$ cat src/rtl/cdt_pkg.sv
// Purpose: shared definitions for the countdown timer (CDT) Wishbone peripheral:
//          register word offsets, CTRL/STATUS bit positions, response state type, byte-lane helper.
// Ports:   none (package).
package cdt_pkg;

    // Register word offsets (byte address bits [3:2])
    localparam logic [1:0] REG_COUNT  = 2'd0;
    localparam logic [1:0] REG_RELOAD = 2'd1;
    localparam logic [1:0] REG_CTRL   = 2'd2;
    localparam logic [1:0] REG_STATUS = 2'd3;

    // CTRL bit positions
    localparam int CTRL_EN          = 0;
    localparam int CTRL_AUTO_RELOAD = 1;
    localparam int CTRL_IE          = 2;
    localparam int CTRL_PRESC_LSB   = 8;

    // STATUS bit positions
    localparam int STATUS_EXPIRED   = 0;

    // Bus response state: a single outstanding request, answered one cycle after accept
    typedef enum logic [1:0] {
        RSP_IDLE = 2'd0,
        RSP_ACK  = 2'd1,
        RSP_ERR  = 2'd2
    } rsp_e;

    // Byte lane (sel bit) that carries a given bit of a 32-bit word
    function automatic logic [1:0] byte_lane(input int bit_idx);
        return 2'(bit_idx / 8);
    endfunction

endpackage

$ cat src/rtl/cdt_core.sv
// Purpose: prescaler + down-counter + sticky expiry flag of the countdown timer.
// Latency: count/expiry update on the clock after a tick; load/clear strobes act on the next edge.
// Backpressure: none; bus-side load and clear strobes are always taken.
// Ports:   clk_i/rst_i (async active-high), en_i/auto_reload_i/presc_i/reload_i (config),
//          count_ld_i/count_ld_dat_i (COUNT write), expired_clr_i (W1C), count_o/expired_o (state).
module cdt_core #(
    parameter int COUNT_WIDTH = 32,
    parameter int PRESC_WIDTH = 8
) (
    input  logic                   clk_i,
    input  logic                   rst_i,
    input  logic                   en_i,
    input  logic                   auto_reload_i,
    input  logic [PRESC_WIDTH-1:0] presc_i,
    input  logic [COUNT_WIDTH-1:0] reload_i,
    input  logic                   count_ld_i,
    input  logic [COUNT_WIDTH-1:0] count_ld_dat_i,
    input  logic                   expired_clr_i,
    output logic [COUNT_WIDTH-1:0] count_o,
    output logic                   expired_o
);

    logic [PRESC_WIDTH-1:0] presc_q, presc_d;
    logic [COUNT_WIDTH-1:0] count_q, count_d;
    logic                   expired_q, expired_d;
    logic                   tick;
    logic                   expire_set;

    // >= rather than == so that lowering PRESC below the running prescaler value
    // produces a tick immediately instead of wrapping through the full range.
    assign tick = en_i && (presc_q >= presc_i);

    always_comb begin
        presc_d    = presc_q;
        count_d    = count_q;
        expire_set = 1'b0;

        // Prescaler: held at 0 while disabled, restarted by a COUNT write
        if (!en_i || count_ld_i || tick) begin
            presc_d = '0;
        end else begin
            presc_d = presc_q + PRESC_WIDTH'(1);
        end

        // Counter: a bus load wins over a tick in the same cycle
        if (count_ld_i) begin
            count_d = count_ld_dat_i;
        end else if (tick) begin
            if (count_q > COUNT_WIDTH'(1)) begin
                count_d = count_q - COUNT_WIDTH'(1);
            end else if (count_q == COUNT_WIDTH'(1)) begin
                expire_set = 1'b1;
                count_d    = auto_reload_i ? reload_i : '0;
            end
        end

        // Setting the flag wins over a simultaneous write-1-to-clear
        expired_d = expire_set | (expired_q & ~expired_clr_i);
    end

    always_ff @(posedge clk_i or posedge rst_i) begin
        if (rst_i) begin
            presc_q   <= '0;
            count_q   <= '0;
            expired_q <= 1'b0;
        end else begin
            presc_q   <= presc_d;
            count_q   <= count_d;
            expired_q <= expired_d;
        end
    end

    assign count_o   = count_q;
    assign expired_o = expired_q;

endmodule

$ cat src/rtl/wb_cdt_slave.sv
// Purpose: Wishbone pipelined slave for the countdown timer: decode, handshake, sel-masked writes, read mux.
// Latency: ack/err one cycle after accept, read data registered in the ack cycle.
// Backpressure: stall is high while a response is pending, so one request every 2 cycles at most.
// Ports:   clk/i_reset (async active-high), i_wb_m2s_* (master request), o_wb_s2m_* (response,
//          err_addr = last errored address), o_expired (STATUS.EXPIRED), o_irq when CDT_IRQ_EN is defined.
// Build option: CDT_IRQ_EN adds CTRL.IE and the registered o_irq output.
module wb_cdt_slave
    import cdt_pkg::*;
#(
    parameter logic [31:0] BASE_ADDR   = 32'h8000_0010,
    parameter int          COUNT_WIDTH = 32,
    parameter int          PRESC_WIDTH = 8
) (
    input  logic        clk,
    input  logic        i_reset,
    input  logic        i_wb_m2s_cyc,
    input  logic        i_wb_m2s_stb,
    input  logic        i_wb_m2s_we,
    input  logic [31:0] i_wb_m2s_addr,
    input  logic [3:0]  i_wb_m2s_sel,
    input  logic [31:0] i_wb_m2s_data,
    output logic [31:0] o_wb_s2m_data,
    output logic        o_wb_s2m_ack,
    output logic        o_wb_s2m_stall,
    output logic        o_wb_s2m_err,
    output logic [31:0] o_wb_s2m_err_addr,
    output logic        o_expired
`ifdef CDT_IRQ_EN
    ,
    output logic        o_irq
`endif
);

    logic                   accept;
    logic                   addr_hit;
    logic [1:0]             word_sel;
    logic                   wr_acc;
    logic                   rd_acc;

    rsp_e                   rsp_q;
    logic [31:0]            rdat_q, rdat_d;
    logic [31:0]            err_addr_q;

    logic [COUNT_WIDTH-1:0] reload_q, reload_d;
    logic                   ctrl_en_q, ctrl_en_d;
    logic                   ctrl_auto_q, ctrl_auto_d;
    logic [PRESC_WIDTH-1:0] ctrl_presc_q, ctrl_presc_d;
    logic                   ctrl_ie_q;

    logic [COUNT_WIDTH-1:0] count;
    logic                   expired;
    logic                   count_ld;
    logic [COUNT_WIDTH-1:0] count_ld_dat;
    logic                   expired_clr;

    logic [31:0]            count_rd, reload_rd, ctrl_rd, status_rd;

    // ---------------------------------------------------------------- decode
    assign o_wb_s2m_stall = (rsp_q != RSP_IDLE);
    assign accept   = i_wb_m2s_cyc & i_wb_m2s_stb & ~o_wb_s2m_stall;
    assign addr_hit = (i_wb_m2s_addr[31:4] == BASE_ADDR[31:4]) && (i_wb_m2s_addr[1:0] == 2'b00);
    assign word_sel = i_wb_m2s_addr[3:2];
    assign wr_acc   = accept & addr_hit & i_wb_m2s_we;
    assign rd_acc   = accept & addr_hit & ~i_wb_m2s_we;

    // ---------------------------------------------------------------- register views (zero-extended)
    always_comb begin
        count_rd  = 32'(count);
        reload_rd = 32'(reload_q);
        ctrl_rd   = '0;
        ctrl_rd[CTRL_EN]                         = ctrl_en_q;
        ctrl_rd[CTRL_AUTO_RELOAD]                = ctrl_auto_q;
        ctrl_rd[CTRL_IE]                         = ctrl_ie_q;
        ctrl_rd[CTRL_PRESC_LSB +: PRESC_WIDTH]   = ctrl_presc_q;
        status_rd = '0;
        status_rd[STATUS_EXPIRED]                = expired;
    end

    // ---------------------------------------------------------------- read mux (sampled at accept)
    always_comb begin
        rdat_d = '0;
        if (rd_acc) begin
            case (word_sel)
                REG_COUNT:  rdat_d = count_rd;
                REG_RELOAD: rdat_d = reload_rd;
                REG_CTRL:   rdat_d = ctrl_rd;
                REG_STATUS: rdat_d = status_rd;
                default:    rdat_d = '0;
            endcase
        end
    end

    // ---------------------------------------------------------------- sel-masked writes
    always_comb begin
        reload_d     = reload_q;
        ctrl_en_d    = ctrl_en_q;
        ctrl_auto_d  = ctrl_auto_q;
        ctrl_presc_d = ctrl_presc_q;
        count_ld     = 1'b0;
        expired_clr  = 1'b0;

        // COUNT merge is built against the live count so unselected bytes keep their value
        for (int i = 0; i < COUNT_WIDTH; i++) begin
            count_ld_dat[i] = i_wb_m2s_sel[byte_lane(i)] ? i_wb_m2s_data[i] : count[i];
        end

        if (wr_acc) begin
            case (word_sel)
                REG_COUNT: begin
                    count_ld = 1'b1;
                end
                REG_RELOAD: begin
                    for (int i = 0; i < COUNT_WIDTH; i++) begin
                        if (i_wb_m2s_sel[byte_lane(i)]) begin
                            reload_d[i] = i_wb_m2s_data[i];
                        end
                    end
                end
                REG_CTRL: begin
                    if (i_wb_m2s_sel[byte_lane(CTRL_EN)]) begin
                        ctrl_en_d = i_wb_m2s_data[CTRL_EN];
                    end
                    if (i_wb_m2s_sel[byte_lane(CTRL_AUTO_RELOAD)]) begin
                        ctrl_auto_d = i_wb_m2s_data[CTRL_AUTO_RELOAD];
                    end
                    for (int i = 0; i < PRESC_WIDTH; i++) begin
                        if (i_wb_m2s_sel[byte_lane(CTRL_PRESC_LSB + i)]) begin
                            ctrl_presc_d[i] = i_wb_m2s_data[CTRL_PRESC_LSB + i];
                        end
                    end
                end
                REG_STATUS: begin
                    expired_clr = i_wb_m2s_sel[byte_lane(STATUS_EXPIRED)] & i_wb_m2s_data[STATUS_EXPIRED];
                end
                default: begin
                end
            endcase
        end
    end

    always_ff @(posedge clk or posedge i_reset) begin
        if (i_reset) begin
            reload_q     <= '0;
            ctrl_en_q    <= 1'b0;
            ctrl_auto_q  <= 1'b0;
            ctrl_presc_q <= '0;
            rdat_q       <= '0;
        end else begin
            reload_q     <= reload_d;
            ctrl_en_q    <= ctrl_en_d;
            ctrl_auto_q  <= ctrl_auto_d;
            ctrl_presc_q <= ctrl_presc_d;
            rdat_q       <= rdat_d;
        end
    end

    // ---------------------------------------------------------------- response FSM
    always_ff @(posedge clk or posedge i_reset) begin
        if (i_reset) begin
            rsp_q      <= RSP_IDLE;
            err_addr_q <= '0;
        end else begin
            if (accept) begin
                rsp_q <= addr_hit ? RSP_ACK : RSP_ERR;
                if (!addr_hit) begin
                    err_addr_q <= i_wb_m2s_addr;
                end
            end else begin
                rsp_q <= RSP_IDLE;
            end
        end
    end

    // A master that drops cyc in the response cycle has abandoned the request
    assign o_wb_s2m_ack      = (rsp_q == RSP_ACK) & i_wb_m2s_cyc;
    assign o_wb_s2m_err      = (rsp_q == RSP_ERR) & i_wb_m2s_cyc;
    assign o_wb_s2m_data     = rdat_q;
    assign o_wb_s2m_err_addr = err_addr_q;
    assign o_expired         = expired;

    // ---------------------------------------------------------------- optional interrupt
`ifdef CDT_IRQ_EN
    logic ctrl_ie_d;
    logic irq_q;

    always_comb begin
        ctrl_ie_d = ctrl_ie_q;
        if (wr_acc && (word_sel == REG_CTRL) && i_wb_m2s_sel[byte_lane(CTRL_IE)]) begin
            ctrl_ie_d = i_wb_m2s_data[CTRL_IE];
        end
    end

    always_ff @(posedge clk or posedge i_reset) begin
        if (i_reset) begin
            ctrl_ie_q <= 1'b0;
            irq_q     <= 1'b0;
        end else begin
            ctrl_ie_q <= ctrl_ie_d;
            irq_q     <= expired & ctrl_ie_q;
        end
    end

    assign o_irq = irq_q;
`else
    assign ctrl_ie_q = 1'b0;
`endif

    // ---------------------------------------------------------------- timer core
    cdt_core #(
        .COUNT_WIDTH (COUNT_WIDTH),
        .PRESC_WIDTH (PRESC_WIDTH)
    ) u_core (
        .clk_i          (clk),
        .rst_i          (i_reset),
        .en_i           (ctrl_en_q),
        .auto_reload_i  (ctrl_auto_q),
        .presc_i        (ctrl_presc_q),
        .reload_i       (reload_q),
        .count_ld_i     (count_ld),
        .count_ld_dat_i (count_ld_dat),
        .expired_clr_i  (expired_clr),
        .count_o        (count),
        .expired_o      (expired)
    );

endmodule
$ cat config.mk
export PLATFORM = sky130hd
export DESIGN_NAME = wb_cdt_slave
export DESIGN_NICKNAME = d
export VERILOG_FILES = /design/src/rtl/cdt_pkg.sv /design/src/rtl/cdt_core.sv /design/src/rtl/wb_cdt_slave.sv
export SDC_FILE = /design/constraint.sdc
export NUM_CORES = 1
export LEC_CHECK = 0
export CORE_ASPECT_RATIO = 1.5
export CORE_MARGIN = 4
export CORE_UTILIZATION = 57
export DETAILED_ROUTE_END_ITERATION = 7
export HOLD_SLACK_MARGIN = 0.1
export PLACE_DENSITY = 0.9
export SYNTH_ARGS = -nofsm -noshare
export SYNTH_HDL_FRONTEND = slang
export SYNTH_SLANG_ARGS = --single-unit
$ cat constraint.sdc
create_clock -name clk -period 9.5 [get_ports clk]
set_clock_uncertainty 0.15 [all_clocks]
set_input_delay 1.9 -clock clk [delete_from_list [all_inputs] [get_ports clk]]
set_output_delay 1.9 -clock clk [all_outputs]
set_load 0.01 [all_outputs]
==> results of run 1 <==
==> flip-flops by register name (all words and copies together) (netlist names) <==
signal	count
o_wb_s2m_data	32
o_wb_s2m_err_addr	32
reload_q	32
u_core.count_o	32
ctrl_presc_q	8
u_core.presc_q	8
rsp_q	2
ctrl_auto_q	1
ctrl_en_q	1
u_core.expired_o	1
==> where the power goes <==
part           internal [uW]  switching [uW]
Clock                    447             258
Combinational           92.2            68.0
Sequential               659            13.8
==> Yosys cell counts, drive strengths merged (10+ instances only) <==
cell    instances  share of area (%)
nand3          30                1.9
xnor2          10                1.1
mux2           86                 12
clkbuf         25                1.2
nor4           20                2.2
mux2i          32                4.1
a21oi          40                3.1
o21ai          15               0.97
nor2           91                4.4
buf            13                1.0
o31ai          15                1.5
inv            16               0.77
xor2           15                1.7
ha             11                1.8
nor3           18                1.2
nand4          14                1.3
nand2          32                1.5
dfrtp         149                 48
==> cell families (layout without fill, tap and decap cells) <==
family | after synthesis | in the layout | synth area share (%)
compound gates | 111 | 111 | 9.72
xor+xnor | 25 | 25 | 2.83
fa+ha+maj | 11 | 11 | 1.78
buf+inv | 54 | 194 | 2.99
flops | 149 | 149 | 48.1
mux | 119 | 119 | 16.9
simple gates | 259 | 259 | 17.7
==> metal layers <==
| metal | track usage [%] | part of all wire [%] | vias up | wire length, um |
|---|---|---|---|---|
| li1 | - | - | 2901 | - |
| met1 | 32.7 | 33 | 3341 | 7750 |
| met2 | 55.6 | 54 | 422 | 12600 |
| met3 | 6.08 | 7.2 | 126 | 1690 |
| met4 | 16.9 | 5.4 | 0 | 1250 |
| met5 | 0 | 0 | - | 0 |
==> metrics by stage <==
stage               util [%]  setup WS (ns)  power [uW]
global route            75.1           3.64        1580
global placement        70.4           3.81         835
CTS                     75.1           3.94        1550
floorplan                  -           3.44         739
detailed placement      70.4           3.60         843
finish                  75.1           3.81        1540
==> area by class of cell <==
cell class,count,area (um^2)
Inverter,16,65.1
Timing Repair Buffer,147,1450
Clock buffer,24,502
Clock inverter,7,118
Multi-Input combinational cell,525,3810
Tap cell,159,199
Fill cell,836,3270
Sequential cell,149,3730
==> worst max-delay path by stage <==
stage	depth (start not counted)	end	from	slack, ns
final	8	u_core.count_o[13]$_DFFE_PP0P_	i_wb_m2s_addr[3]	3.81
after global routing	8	u_core.count_o[13]$_DFFE_PP0P_	i_wb_m2s_addr[3]	3.64
after detailed placement	8	u_core.count_o[13]$_DFFE_PP0P_	i_wb_m2s_addr[3]	3.60
after CTS	8	u_core.count_o[13]$_DFFE_PP0P_	i_wb_m2s_addr[3]	3.94
after global placement	8	u_core.count_o[9]$_DFFE_PP0P_	i_wb_m2s_addr[3]	3.81
after floorplan	1	ctrl_auto_q$_DFFE_PP0P_	i_reset	3.44
==> critical path: stages <==
cell,delay (ns)
clkdlybuf4s50_1,0.86
nor2b_1,0.53
nand2b_1,0.19
or4_1,0.44
buf_4,0.25
nand4b_1,0.78
nand2_1,0.46
mux2_2,0.40
==> key figures, run 1 <==
Die
  • DIE AREA: 0.0156 mm^2
  • Die X: 103 um
  • # rows: 51
  • Num ports: 141
  • Placeable Area: 0.0131 mm^2
  • Starting Density: 59.0%
  • Chip height: 151 um

GRT
  • GRT Util Overall: 30.7%
  • Gr ovfl total: 0
  • Antenna violations before repair: 0
  • Vias in the first global route: 7,255
  • Largest net degree at the start of global routing: 85
  • First-pass GRT wire length: 36.6 mm

Place
  • Placement Cell Area: 0.00925 mm^2
  • Detail Placement HPWL: 15.5 mm
  • PortBufs: 140
  • Final Wtd Congestion: 0.925
  • Cell total after placement: 996

Cells and area
  • Most common cell after layout, fill and taps aside: dfrtp_1
  • Most frequent cells in the layout: dfrtp_1, clkdlybuf4s50_1, nor2_1, mux2_2, a21oi_1
  • Design area: 0.00987 mm^2
  • NumNets Final: 940
  • Share of post-route cells with drive strength above 1: 17.2%
  • Syn-to-layout area delta: 27.4%
  • # diodes: 0
  • Post-Layout Cell Count: 1,027

Hold path
  • Worst Hold Class: register to register
  • Hold_sp: o_wb_s2m_err_addr[21]$_DFFE_PP0P_
  • Min-Delay Endpoint: o_wb_s2m_err_addr[21]$_DFFE_PP0P_
  • Hold path cells: 1

Timing
  • Rel. slew slack: 11.5%
  • RSZ-0062 raised after global routing: no
  • Final Cycle Share: 59.8%
  • Max Clk Rate: 176 MHz
  • Setup-failing EPs final: 0
  • Final Critical Period: 5.69 ns
  • Worst Tran Pin Value: 1.33 ns
  • Slew Limit Fails: 0
  • Endpoints failing hold: 0
  • Post-Route Setup TNS: 0 ns
  • Hold slack: 0.354 ns

Pwr
  • Maximum VDD drop: 0.0969 mV
  • Leak pwr: 0.00434 uW
  • Pwr/cell area: 156 mW/mm^2

Yosys
  • Post-synthesis cell type count: 63
  • Net count after synthesis: 812
  • Primary FF master, synth: dfrtp_1
  • Seq/Total Area, Yosys: 48.1%
  • Yosys reg bits: 149
  • Synth Cell Area: 0.00775 mm^2
  • Post-Synthesis Cells: 728
  • EDFF count, synth: 0
  • Synth Warn #: 0
  • Average cell area after synthesis: 10.6 um^2
  • Asr flop ratio synth: 100%

Route
  • Routed Antenna Nets: 0
  • Post-Route WL: 23.3 mm
  • Initial DRC Count: 777
  • DRC errors left: 0
  • Drt wl/cell: 22.7 um
  • Vias per std cell: 6.61
  • Drt pass-1 iters: 6
  • Vias: 6,790

Clocking
  • Clk buf depth: 2
  • Clk Latency, worst-skew pair: 0.42 ns
  • CTS clk-pin slew, worst paths: 0.06 ns
  • TritonCTS Buffers: 17
  • Setup Fix Bufs, Post-CTS: 0
  • Cts hold-fix bufs: 0
  • CTS tree: built
  • CTS H-tree depth: 4
  • # clock sinks: 149
  • Clock root buffer: clkbuf_16
  • CTS resizes: 0

Job
  • Max cap viols: 0

Worst setup path
  • Max FO, Critical Path: 25
  • Crit end category: register
  • R2R depth: 6
  • Req. time, crit path: 9.65 ns
  • Crit path kind: input port to register
  • Worst EP arrival: 5.84 ns
  • R2r setup slk: 5.56 ns
  • Reg2reg start: u_core.count_o[8]$_DFFE_PP0P_
  • Worst r2r dst: u_core.count_o[13]$_DFFE_PP0P_
  • Crit path launch type: input port

Outcome
  • Status: finished clean
No activity file was read; power rests on OpenSTA's default activity.
==> run 2, diff against run 1 <==
--- a/config.mk
+++ b/config.mk
@@ -7,10 +7,10 @@
 export LEC_CHECK = 0
 export CORE_ASPECT_RATIO = 1.5
 export CORE_MARGIN = 4
-export CORE_UTILIZATION = 57
+export CORE_UTILIZATION = 53
 export DETAILED_ROUTE_END_ITERATION = 7
 export HOLD_SLACK_MARGIN = 0.1
-export PLACE_DENSITY = 0.9
+export PLACE_DENSITY = 0.85
 export SYNTH_ARGS = -nofsm -noshare
 export SYNTH_HDL_FRONTEND = slang
 export SYNTH_SLANG_ARGS = --single-unit
==> constraint.sdc (replaced) <==
create_clock -name clk -period 5.6 [get_ports clk]
set_clock_uncertainty 0.15 [all_clocks]
set_input_delay 1.12 -clock clk [delete_from_list [all_inputs] [get_ports clk]]
set_output_delay 1.12 -clock clk [all_outputs]
set_load 0.01 [all_outputs]
==> run 2 against run 1 <==
Net effect: utilization is 4.9 points lower; die area grew 7.0%; critical endpoint is now u_core.count_o[27]$_DFFE_PP0P_; first-iteration DRC count is 47% lower; clock-buffer cell count shrank 5; via count down 5.1%; register-to-register slack worse by 3.5 ns; setup slack worse by 2.1 ns; highest routed layer unchanged; sequential cell count unchanged; power up 67%; clock power rose by 65%; sequential power rose by 69%; largest cell class unchanged; worst hold slack worse by 0.00094 ns.
==> key figures, run 2 (same netlist as run 1, synthesis figures left out) <==
Clocking
  • CTS H-tree depth: 4
  • CTS clk-pin slew, worst paths: 0.07 ns
  • Clk Latency, worst-skew pair: 0.42 ns
  • TritonCTS Buffers: 17
  • CTS tree: built
  • Cts hold-fix bufs: 0
  • Clock root buffer: clkbuf_16
  • # clock sinks: 149
  • CTS resizes: 0
  • Clk buf depth: 2
  • Setup Fix Bufs, Post-CTS: 0

GRT
  • First-pass GRT wire length: 32.9 mm
  • Met2 GRT Util: 45.5%
  • Vias in the first global route: 6,481
  • Gr busiest metal: met2
  • Antenna violations before repair: 0
  • GRT Util Overall: 24.9%
  • Largest net degree at the start of global routing: 84
  • Met3 Use GR: 3.48%
  • GR Layer Usage met1: 28.6%
  • Gr ovfl total: 0

Timing
  • Slew Limit Fails: 0
  • Worst setup margin: 1.70 ns
  • Post-Route Setup TNS: 0 ns
  • Endpoints failing hold: 0
  • Final Cycle Share: 69.6%
  • Final Critical Period: 3.90 ns
  • Setup-failing EPs final: 0
  • RSZ-0062 raised after global routing: no
  • Rel. slew slack: 26.2%
  • Worst Tran Pin Value: 1.11 ns
  • Max Clk Rate: 256 MHz

Die
  • Starting Density: 54.6%
  • Die X: 107 um
  • Placeable Area: 0.0142 mm^2
  • # rows: 53
  • Chip height: 156 um
  • Num ports: 141
  • DIE AREA: 0.0167 mm^2

Cells and area
  • Most frequent cells in the layout: dfrtp_1, clkdlybuf4s50_1, nor2_1, mux2_2, a21oi_1
  • Syn-to-layout area delta: 28.5%
  • NumNets Final: 947
  • Share of post-route cells with drive strength above 1: 17.8%
  • Most common cell after layout, fill and taps aside: dfrtp_1
  • Post-Layout Cell Count: 1,068
  • # diodes: 0

Place
  • PortBufs: 140
  • Detail Placement HPWL: 14.5 mm
  • Place WS: 1.31 ns
  • Final Wtd Congestion: 0.893
  • Cell total after placement: 1,036

Worst setup path
  • Crit end category: register
  • Max FO, Critical Path: 25
  • Crit path launch type: input port
  • Req. time, crit path: 5.76 ns
  • Worst EP arrival: 4.06 ns
  • Crit path kind: input port to register

Pwr
  • Leak pwr: 0.00435 uW
  • Maximum VDD drop: 0.151 mV
  • Pwr/cell area: 258 mW/mm^2

Route
  • Vias: 6,444
  • Drt pass-1 iters: 5
  • Routed Antenna Nets: 0
  • Vias per std cell: 6.03
  • Post-Route WL: 20.6 mm
  • DRC errors left: 0
  • Drt wl/cell: 19.3 um
  • Initial DRC Count: 415

Outcome
  • Status: finished clean

Hold path
  • Worst Hold Class: register to register

Job
  • Max cap viols: 0
==> run 2: layer usage <==
layer | routed length (um) | share of wire, %
met4 | 697 | 3.4
met1 | 7890 | 38
met3 | 962 | 4.7
met2 | 11100 | 54
met5 | 0 | 0
==> run 2: final cells by class <==
cell class | count | area, um^2
clock buffers | 19 | 433
clock inverters | 13 | 174
fillers | 1062 | 4230
inverters | 16 | 65.1
multi-input cells | 525 | 3810
flip-flops and latches | 149 | 3730
well taps | 192 | 240
repair buffers | 154 | 1500
==> run 2: path summary, 6_finish.rpt <==
path | from | endpoint | slack (ns) | cells after the start
max in group asynchronous | i_reset | ctrl_presc_q[1]$_DFFE_PP0P_ | 3.28 | 3
max reg2reg | u_core.count_o[9]$_DFFE_PP0P_ | u_core.count_o[22]$_DFFE_PP0P_ | 2.03 | 6
min in group asynchronous | i_reset | o_wb_s2m_data[30]$_DFF_PP0_ | 1.05 | 2
max | i_wb_m2s_addr[23] | u_core.count_o[27]$_DFFE_PP0P_ | 1.70 | 9
min | o_wb_s2m_err_addr[15]$_DFFE_PP0P_ | o_wb_s2m_err_addr[15]$_DFFE_PP0P_ | 0.35 | 1
min reg2reg | o_wb_s2m_err_addr[15]$_DFFE_PP0P_ | o_wb_s2m_err_addr[15]$_DFFE_PP0P_ | 0.35 | 1
==> run 2: per-stage QoR <==
stage	hold WS, ns	instance area (um^2)	utilization (%)	power (uW)
floorplan	0.335	7750	-	1250
global placement	0.336	9350	65.9	1420
detailed placement	0.343	9350	65.9	1430
CTS	0.357	9960	70.2	2590
global route	0.369	9960	70.2	2650
finish	0.353	9960	70.2	2570
==> run 2: critical path, stage by stage <==
cell	delay, ns
clkdlybuf4s50_1	0.44
nor4_1	0.38
nand4_1	0.36
or4_1	0.57
buf_4	0.26
nand4b_1	0.18
buf_4	0.30
nand2_1	0.14
mux2_2	0.29
==> run 2: power breakdown <==
| group | total [uW] | switching, uW | internal, uW |
|---|---|---|---|
| clock network | 1160 | 456 | 708 |
| registers | 1140 | 19.9 | 1120 |
| logic | 267 | 110 | 157 |
| total | 2570 | 586 | 1980 |
==> run 3, diff against run 2 <==
==> constraint.sdc (replaced) <==
create_clock -name clk -period 4.05 [get_ports clk]
set_clock_uncertainty 0.15 [all_clocks]
set_input_delay 0.81 -clock clk [delete_from_list [all_inputs] [get_ports clk]]
set_output_delay 0.81 -clock clk [all_outputs]
set_load 0.01 [all_outputs]
==> run 3 against run 2 <==
Net effect: global-route usage rose by 1.4 points; sequential power rose by 38%; power rose by 43%; sequential cell count did not move.
==> key figures, run 3 (same netlist as run 1, synthesis figures left out) <==
Die
  • DIE AREA: 0.0167 mm^2
  • Starting Density: 54.6%
  • Chip height: 156 um
  • Die X: 107 um
  • Num ports: 141
  • # rows: 53
  • Placeable Area: 0.0142 mm^2

Cells and area
  • # diodes: 0
  • Most frequent cells in the layout: dfrtp_1, clkdlybuf4s50_1, nor2_1, mux2_2, a21oi_1
  • Post-Layout Cell Count: 1,081
  • Share of post-route cells with drive strength above 1: 19.0%
  • Most common cell after layout, fill and taps aside: dfrtp_1
  • NumNets Final: 960
  • Syn-to-layout area delta: 31.0%

Worst setup path
  • Worst EP arrival: 3.61 ns
  • R2R depth: 8
  • Max incr delay on CP: 1.07 ns
  • Crit path launch type: input port
  • Crit end category: register
  • Req. time, crit path: 4.21 ns
  • Worst r2r dst: u_core.count_o[29]$_DFFE_PP0P_
  • Crit path kind: input port to register
  • Crit-path slowest cell: nor4bb_1
  • R2r setup slk: 0.73 ns
  • Reg2reg start: u_core.count_o[0]$_DFFE_PP0P_
  • Max FO, Critical Path: 6
  • CP cell instances: clkdlybuf4s50_1 > nor4_1 > nand4_1 > nor4_2 > nor4bb_1 > a21oi_1 > o32ai_1

Hold path
  • Hold path cells: 1
  • Min-Delay Endpoint: o_wb_s2m_err_addr[10]$_DFFE_PP0P_
  • Worst Hold Class: register to register
  • Hold_sp: o_wb_s2m_err_addr[10]$_DFFE_PP0P_

Timing
  • Final Cycle Share: 85.1%
  • Endpoints failing hold: 0
  • Setup-failing EPs final: 0
  • Post-Route Setup TNS: 0 ns
  • Worst Tran Pin Value: 1.27 ns
  • Rel. slew slack: 14.4%
  • Max Clk Rate: 290 MHz
  • Slew Limit Fails: 0
  • Final Critical Period: 3.45 ns
  • Hold slack: 0.356 ns
  • RSZ-0062 raised after global routing: no

GRT
  • Gr ovfl total: 0
  • First-pass GRT wire length: 34.5 mm
  • Largest net degree at the start of global routing: 42
  • Vias in the first global route: 6,775
  • GRT Util Overall: 26.3%
  • Antenna violations before repair: 0

Route
  • Vias: 6,472
  • Drt wl/cell: 19.7 um
  • Post-Route WL: 21.3 mm
  • Vias per std cell: 5.99
  • DRC errors left: 0
  • Initial DRC Count: 503
  • Routed Antenna Nets: 0
  • Drt pass-1 iters: 5

Pwr
  • Leak pwr: 0.00445 uW
  • Maximum VDD drop: 0.232 mV
  • Pwr/cell area: 362 mW/mm^2

Clocking
  • Setup Fix Bufs, Post-CTS: 0
  • Clock root buffer: clkbuf_16
  • # clock sinks: 149
  • CTS clk-pin slew, worst paths: 0.06 ns
  • TritonCTS Buffers: 17
  • CTS resizes: 0
  • Clk Latency, worst-skew pair: 0.42 ns
  • Clk buf depth: 2
  • Cts hold-fix bufs: 0
  • CTS tree: built
  • CTS H-tree depth: 4

Outcome
  • Status: finished clean

Place
  • PortBufs: 140
  • Detail Placement HPWL: 14.9 mm
  • Final Wtd Congestion: 0.867
  • Cell total after placement: 1,049

Job
  • Max cap viols: 0
[run 3: cell count changes in the layout (fill, tap and decap cells not counted)]
cell,delta
buf_12,+5
buf_4,+8
bufinv_16,+2
clkbuf_8,+1
clkinv_2,+2
clkinv_4,-2
clkinvlp_4,+1
inv_6,-4
[run 3: per-layer routing]
metal / part of all wire (%) / global-route usage [%]
met5: 0 / 0
met1: 37 / 29.4
met4: 4.0 / 13.8
met2: 53 / 46.9
met3: 5.8 / 5.09
[run 3: final cells by class]
type                       count  area, um^2
clock inverter                12         200
multi-input combinational    525        3810
fill                        1027        4040
inverter                      16        63.8
timing repair buffer         167        1660
tap                          192         240
sequential                   149        3730
clock buffer                  20         447
[run 3: worst max path at each step]
| stage | from | to | slack (ns) | cells after the start |
|---|---|---|---|---|
| floorplan | i_wb_m2s_addr[9] | u_core.count_o[10]$_DFFE_PP0P_ | 1.16 | 7 |
| global placement | i_wb_m2s_addr[0] | u_core.count_o[19]$_DFFE_PP0P_ | 0.34 | 7 |
| detailed placement | i_wb_m2s_addr[0] | u_core.count_o[29]$_DFFE_PP0P_ | 0.23 | 7 |
| CTS | i_wb_m2s_addr[0] | u_core.count_o[29]$_DFFE_PP0P_ | 0.66 | 7 |
| global route | i_wb_m2s_addr[21] | u_core.count_o[28]$_DFFE_PP0P_ | 0.46 | 7 |
| finish | i_wb_m2s_addr[23] | u_core.count_o[29]$_DFFE_PP0P_ | 0.60 | 7 |
[run 3: metrics by stage]
| stage | area, um^2 | util, % | total power [uW] | setup WS [ns] |
|---|---|---|---|---|
| after floorplan | 7750 | - | 1730 | 1.16 |
| after global placement | 9510 | 67.0 | 1970 | 0.343 |
| after detailed placement | 9510 | 67.0 | 1980 | 0.231 |
| after CTS | 10200 | 71.6 | 3690 | 0.656 |
| after global routing | 10200 | 71.6 | 3790 | 0.460 |
| final | 10200 | 71.6 | 3680 | 0.601 |
[run 3: worst max-delay path, delay by kind of cell]
kind	cells	cell delay, ns
AOI/OAI and AO/OA	2	0.72
buffers and inverters	1	0.50
and+or+nand+nor	4	1.58
[run 3: where the power goes]
part           leakage (uW)  internal, uW  switching [uW]  total (uW)
clock              0.000307          1110             618        1730
sequential          0.00199          1550            27.5        1570
combinational       0.00215           223             153         375
